==> src/rtl/uart_rx_pkg.sv <==
// uart_rx_pkg: shared UART constants, receiver state encoding and baud divider helper
package uart_rx_pkg;
  localparam int UART_BITS = 8;
  localparam int UART_SAMPLES = 16;
  localparam int UART_BAUD_RATE = 19200;
  localparam int CLK_FREQ = 50_000_000;
  typedef enum logic [2:0] {
    RX_IDLE,
    RX_START,
    RX_DATA,
`ifdef UART_RX_PARITY_EN
    RX_PARITY,
`endif
    RX_STOP,
    RX_BREAK
  } rx_state_e;
  function automatic int baud_div(input int clk_freq, input int baud, input int samples);
    int d;
    d = clk_freq / (baud * samples);
    return d < 1 ? 1 : d;
  endfunction
endpackage

==> src/rtl/uart_rx_tick.sv <==
// baud_tick_gen: free-running divider giving a one-clk tick every DIV clocks
module baud_tick_gen #(
  parameter int DIV = 4
) (
  input  logic clk,
  input  logic rst,
  output logic o_tick
);
  localparam int W = DIV > 1 ? $clog2(DIV) : 1;
  localparam logic [W-1:0] LAST = W'(DIV - 1);
  logic [W-1:0] cnt_q, cnt_d;
  assign o_tick = cnt_q == LAST;
  assign cnt_d = o_tick ? '0 : cnt_q + 1'b1;
  always_ff @(posedge clk) begin
    if (!rst) cnt_q <= '0;
    else cnt_q <= cnt_d;
  end
endmodule

==> src/rtl/uart_rx.sv <==
// uart_rx: oversampling 8N1 receiver with framing-error detection; define UART_RX_PARITY_EN for 8E1 with o_parity_err
module uart_rx #(
  parameter int UART_BITS = uart_rx_pkg::UART_BITS,
  parameter int CLK_FREQ = uart_rx_pkg::CLK_FREQ,
  parameter int BAUD_RATE = uart_rx_pkg::UART_BAUD_RATE,
  parameter int SAMPLES = uart_rx_pkg::UART_SAMPLES
) (
  input  logic                 clk,
  input  logic                 rst,
  input  logic                 i_rx,
  output logic [UART_BITS-1:0] o_rx_data,
  output logic                 o_rx_done,
  output logic                 o_frame_err,
`ifdef UART_RX_PARITY_EN
  output logic                 o_parity_err,
`endif
  output logic                 o_busy
);
  import uart_rx_pkg::*;
  localparam int DIV = baud_div(CLK_FREQ, BAUD_RATE, SAMPLES);
  localparam int SC_W = SAMPLES > 1 ? $clog2(SAMPLES) : 1;
  localparam int BC_W = UART_BITS > 1 ? $clog2(UART_BITS) : 1;
  localparam logic [SC_W-1:0] SC_MID = SC_W'(SAMPLES / 2 - 1);
  localparam logic [SC_W-1:0] SC_END = SC_W'(SAMPLES - 1);
  localparam logic [BC_W-1:0] BC_END = BC_W'(UART_BITS - 1);
  rx_state_e state_q, state_d;
  logic tick, at_end, sync_q, rxs_q;
  logic [SC_W-1:0] sc_q, sc_d;
  logic [BC_W-1:0] bc_q, bc_d;
  logic [UART_BITS-1:0] sh_q, sh_d, data_q, data_d;
  logic done_q, done_d, ferr_q, ferr_d;
`ifdef UART_RX_PARITY_EN
  logic par_q, par_d, perr_q, perr_d;
`endif
  baud_tick_gen #(.DIV(DIV)) u_tick (
    .clk   (clk),
    .rst   (rst),
    .o_tick(tick)
  );
  assign at_end = tick && sc_q == SC_END;
  always_ff @(posedge clk) begin
    if (!rst) begin
      sync_q <= 1'b1;
      rxs_q <= 1'b1;
      state_q <= RX_IDLE;
      sc_q <= '0;
      bc_q <= '0;
      sh_q <= '0;
      data_q <= '0;
      done_q <= 1'b0;
      ferr_q <= 1'b0;
`ifdef UART_RX_PARITY_EN
      par_q <= 1'b0;
      perr_q <= 1'b0;
`endif
    end else begin
      sync_q <= i_rx;
      rxs_q <= sync_q;
      state_q <= state_d;
      sc_q <= sc_d;
      bc_q <= bc_d;
      sh_q <= sh_d;
      data_q <= data_d;
      done_q <= done_d;
      ferr_q <= ferr_d;
`ifdef UART_RX_PARITY_EN
      par_q <= par_d;
      perr_q <= perr_d;
`endif
    end
  end
  // sc free-runs on ticks in the timed states; IDLE and BREAK hold it at zero
  always_comb begin
    state_d = state_q;
    sc_d = tick ? (sc_q == SC_END ? '0 : sc_q + 1'b1) : sc_q;
    bc_d = bc_q;
    sh_d = sh_q;
    data_d = data_q;
    done_d = 1'b0;
    ferr_d = 1'b0;
`ifdef UART_RX_PARITY_EN
    par_d = par_q;
    perr_d = 1'b0;
`endif
    case (state_q)
      RX_IDLE: begin
        sc_d = '0;
        state_d = rxs_q ? RX_IDLE : RX_START;
      end
      RX_START: if (tick && sc_q == SC_MID) begin
        state_d = rxs_q ? RX_IDLE : RX_DATA;
        sc_d = '0;
        bc_d = '0;
      end
      RX_DATA: if (at_end) begin
        sh_d = {rxs_q, sh_q[UART_BITS-1:1]};
        bc_d = bc_q + 1'b1;
`ifdef UART_RX_PARITY_EN
        if (bc_q == BC_END) state_d = RX_PARITY;
`else
        if (bc_q == BC_END) state_d = RX_STOP;
`endif
      end
`ifdef UART_RX_PARITY_EN
      RX_PARITY: if (at_end) begin
        par_d = rxs_q ^ (^sh_q);
        state_d = RX_STOP;
      end
`endif
      RX_STOP: if (at_end) begin
        state_d = rxs_q ? RX_IDLE : RX_BREAK;
        ferr_d = !rxs_q;
`ifdef UART_RX_PARITY_EN
        perr_d = rxs_q && par_q;
        done_d = rxs_q && !par_q;
        data_d = rxs_q && !par_q ? sh_q : data_q;
`else
        done_d = rxs_q;
        data_d = rxs_q ? sh_q : data_q;
`endif
      end
      RX_BREAK: begin
        sc_d = '0;
        state_d = rxs_q ? RX_IDLE : RX_BREAK;
      end
      default: state_d = RX_IDLE;
    endcase
  end
  assign o_rx_data = data_q;
  assign o_rx_done = done_q;
  assign o_frame_err = ferr_q;
`ifdef UART_RX_PARITY_EN
  assign o_parity_err = perr_q;
`endif
  assign o_busy = state_q != RX_IDLE;
endmodule
==> config.mk <==
export PLATFORM = sky130hd
export DESIGN_NAME = uart_rx
export DESIGN_NICKNAME = d
export VERILOG_FILES = /design/src/rtl/uart_rx_pkg.sv /design/src/rtl/uart_rx_tick.sv /design/src/rtl/uart_rx.sv
export SDC_FILE = /design/constraint.sdc
export NUM_CORES = 1
export LEC_CHECK = 0
export BUFFER_PORTS_ARGS = -buffer_cell sky130_fd_sc_hd__buf_2
export CAP_MARGIN = 20
export CORE_AREA = 2 2 63 65
export CTS_BUF_LIST = sky130_fd_sc_hd__clkbuf_4
export DETAILED_ROUTE_END_ITERATION = 6
export DIE_AREA = 0 0 65 67
export PLACE_DENSITY_LB_ADDON = 0.3
export REMOVE_ABC_BUFFERS = 1
export SLEW_MARGIN = 5
export SYNTH_ARGS = -nofsm -noshare
export SYNTH_HDL_FRONTEND = slang
export SYNTH_HIERARCHICAL = 1
export SYNTH_SLANG_ARGS = --single-unit
==> constraint.sdc <==
create_clock -name clk -period 3.9 [get_ports clk]
set_clock_uncertainty 0.15 [all_clocks]
set_input_delay 0 -clock clk [delete_from_list [all_inputs] [get_ports clk]]
set_output_delay 0 -clock clk [all_outputs]
set_load 0.05 [all_outputs]
==> run_results.csv <==
group,metric,value,unit
placement,hpwl,2240,um
cells_and_area,multi_input_area,897,um2
cells_and_area,nFillCells,356,
critical_path,r2r_end,"o_rx_data[7]",
cells_and_area,nets,210,
floorplan,num_rows,22,
synth,ys_types,42,
floorplan,coreArea,3610,um2
global_route,antenna_found_initial,0,
synth,synth_top_area_cell,"dfxtp_1",
cells_and_area,antenna_cells,0,
floorplan,start_util,0.489,
global_route,grt_pass1_vias,1277,
routing,drc,0,
timing,final_hold_viol_count,0,
timing,slew_viol_final,0,
synth,ys_ff_latch,38,
synth,syn_area,1760,um2
pwr,power,0.619,mW
timing,fmax,0.394,GHz
pwr,p_leak,0.677,nW
critical_path,r2r_cells,6,
clock_tree,cts-root-buf,"clkbuf_4",
pwr,pwr_density_cell,328,nW/um2
timing,fin_ws,1.36,ns
global_route,grt_first_pass_wirelength,5510,um
timing,fin_setup_tns,0,ns
critical_path,timing.rr.start,"u_tick/cnt_q[0]",
routing,routedWlPerCell,12.6,um
clock_tree,cts_buffers,5,
critical_path,crit_type,"register to register",
clock_tree,cts_tree,"built",
timing,tightest_slew,0.662,ns
clock_tree,clk_path_buf_depth,2,
routing,drt_iter0_drc,80,
worst_hold_path,hold-path-endpoint,"rxs_q",
synth,synth_top_cell_area_share,0.432,
critical_path,arrival,2.66,ns
critical_path,worstPathMaxFanout,14,
synth,yosysWarnings,6,
synth,synth.area.top_cells,"dfxtp_1 43%, mux2i_1 6.3%, nand2_1 5.1%",
clock_tree,cts_max_level,2,
critical_path,reg2reg_slack,1.36,ns
timing,rsz0062_at_grt,"no",
cells_and_area,final_common_cell,"dfxtp_1",
routing,ant_nets,0,
pwr,ir_drop,140,uV
flow_run,maxCapViolCount,0,
routing,vias_per_cell,5.57,
global_route,gr-total-overflow,0,
clock_tree,insertion_delay,0.35,ns
worst_hold_path,hp-class,"register to register",
run_status,status,"finished clean",
synth,avgSynthCellArea,9.13,um2
timing,slew_headroom,0.558,
critical_path,critPathCaptureType,"register",
critical_path,crit_buf_inv,0,
placement,gp_congestion,0.772,
floorplan,ioPinCount,14,
cells_and_area,drive_gt1_frac,0.133,
clock_tree,path_clk_slew,0.10,ns
cells_and_area,layout_common_cells,"38 x dfxtp_1, 24 x nand2_1, 13 x buf_2",
worst_hold_path,holdPathStages,1,
critical_path,crit_slowest_cell,"and4_1",
routing,vias,1397,
cells_and_area,seqCellArea,761,um2
critical_path,path_cells,"ha_1 -> and4bb_2 -> and3_1 -> and4_4 -> and4_1 -> mux2i_1",
timing,final.period_utilization,0.650,
cells_and_area,area_delta_synth_final,7.03,%
clock_tree,post_cts_buffers,0,
placement,port_buffers,13,
global_route,track_usage,0.169,
floorplan,die_w,65,um
cells_and_area,fin_area,1890,um2
routing,drt-total-wl,3170,um
timing,setup_viol,0,
placement,dpl_cell_area,1800,um2
placement,place_ws,1.39,ns
timing,fin_crit,2.54,ns
worst_hold_path,hp-start,"sync_q",
floorplan,die_area,4360,um2
critical_path,cp-start-kind,"register",
clock_tree,clock-sinks,38,
synth,yosysSeqAreaShare,0.432,
global_route,grt_start_max_net_pins,29,
routing,dr.pass1.iters,6,
floorplan,fp.dieH,67,um
synth,syn_inst,193,
critical_path,cp_top_family,"simple AND/OR/NAND/NOR gates",
critical_path,cp.required,4.02,ns
critical_path,max_stage_delay,0.52,ns
[metrics by stage]
step / utilization / instances / hold WS (ns)
finish: 0.523 / 251 / 0.265
global route: 0.523 / 251 / 0.281
CTS: 0.523 / 251 / 0.268
detailed placement: 0.500 / 240 / 0.0386
global placement: 0.500 / 240 / 0.0402
floorplan: - / 179 / -0.0770
[cells by family (layout without fill, tap and decap cells)]
group / count (synthesis) / in the layout / share of synthesized area
AND/OR/NAND/NOR: 76 / 76 / 0.249
AO/OA/AOI/OAI: 40 / 40 / 0.142
flip-flops: 38 / 38 / 0.432
buffers and inverters: 19 / 29 / 0.0589
multiplexers: 11 / 11 / 0.0625
adder cells (fa/ha/maj): 5 / 5 / 0.0355
XOR/XNOR: 4 / 4 / 0.0199
[routing by layer]
metal	global-route usage	wire length, um
met2	0.295	1560
met5	0	0
met3	0.0557	133
met4	0.0798	60
met1	0.184	1420
[final cells by class]
cell class                      count  area share
Clock buffer                        5      0.0199
Clock inverter                      3     0.00863
Inverter                            5     0.00995
Multi-Input combinational cell    136       0.476
Sequential cell                    38       0.403
Tap cell                           48      0.0319
Timing Repair Buffer               16      0.0504
[Yosys cell counts, drive strengths merged]
library cell and n:
mux2i 11, a41o 2, and3 1, clkbuf 5
dfxtp 38, xnor2 1, or3b 1, and2b 1
and4 2, ha 5, nor4 1, a311oi 2
nor3b 1, and2 1, a211oi 2, o21ai 14
a31o 2, and4bb 1, a31oi 4, nor3 3
inv 5, nand3 6, or3 5, nand2b 3
nand4 2, and4b 1, nor2 12, buf 9
a21o 1, nand3b 2, nand2 24, a21oi 13
nand4b 9, xor2 3
[power breakdown]
part           switching (mW)  total, mW  internal, mW
clock network           0.125      0.192        0.0670
registers             0.00778      0.400         0.392
logic                  0.0157     0.0274        0.0117
[registers in the layout (all words and copies together) (netlist names)]
| name | cells |
|---|---|
| sync_q | 1 |
| o_rx_done | 1 |
| o_rx_data | 8 |
| sh_q | 8 |
| state_q | 3 |
| bc_q | 3 |
| rxs_q | 1 |
| u_tick/cnt_q | 8 |
| sc_q | 4 |
| o_frame_err | 1 |
[repair_timing]
action / in CTS / in global routing
hold buffers: 3 / 0
hold endpoints to repair: 10 / 0
gates resized for setup: 0 / 0
[worst max-delay path by stage]
stage | startpoint | to | slack, ns | cells after the start
global route | u_tick/cnt_q[0] | o_rx_data[5] | 1.17 | 6
floorplan | u_tick/cnt_q[0] | o_rx_data[0] | 1.66 | 6
finish | u_tick/cnt_q[0] | o_rx_data[7] | 1.36 | 6
CTS | u_tick/cnt_q[0] | o_rx_data[7] | 1.36 | 6
detailed placement | u_tick/cnt_q[0] | o_rx_data[5] | 1.39 | 6
global placement | u_tick/cnt_q[0] | o_rx_data[2] | 1.50 | 6
Power figures use the tool's default switching activity.
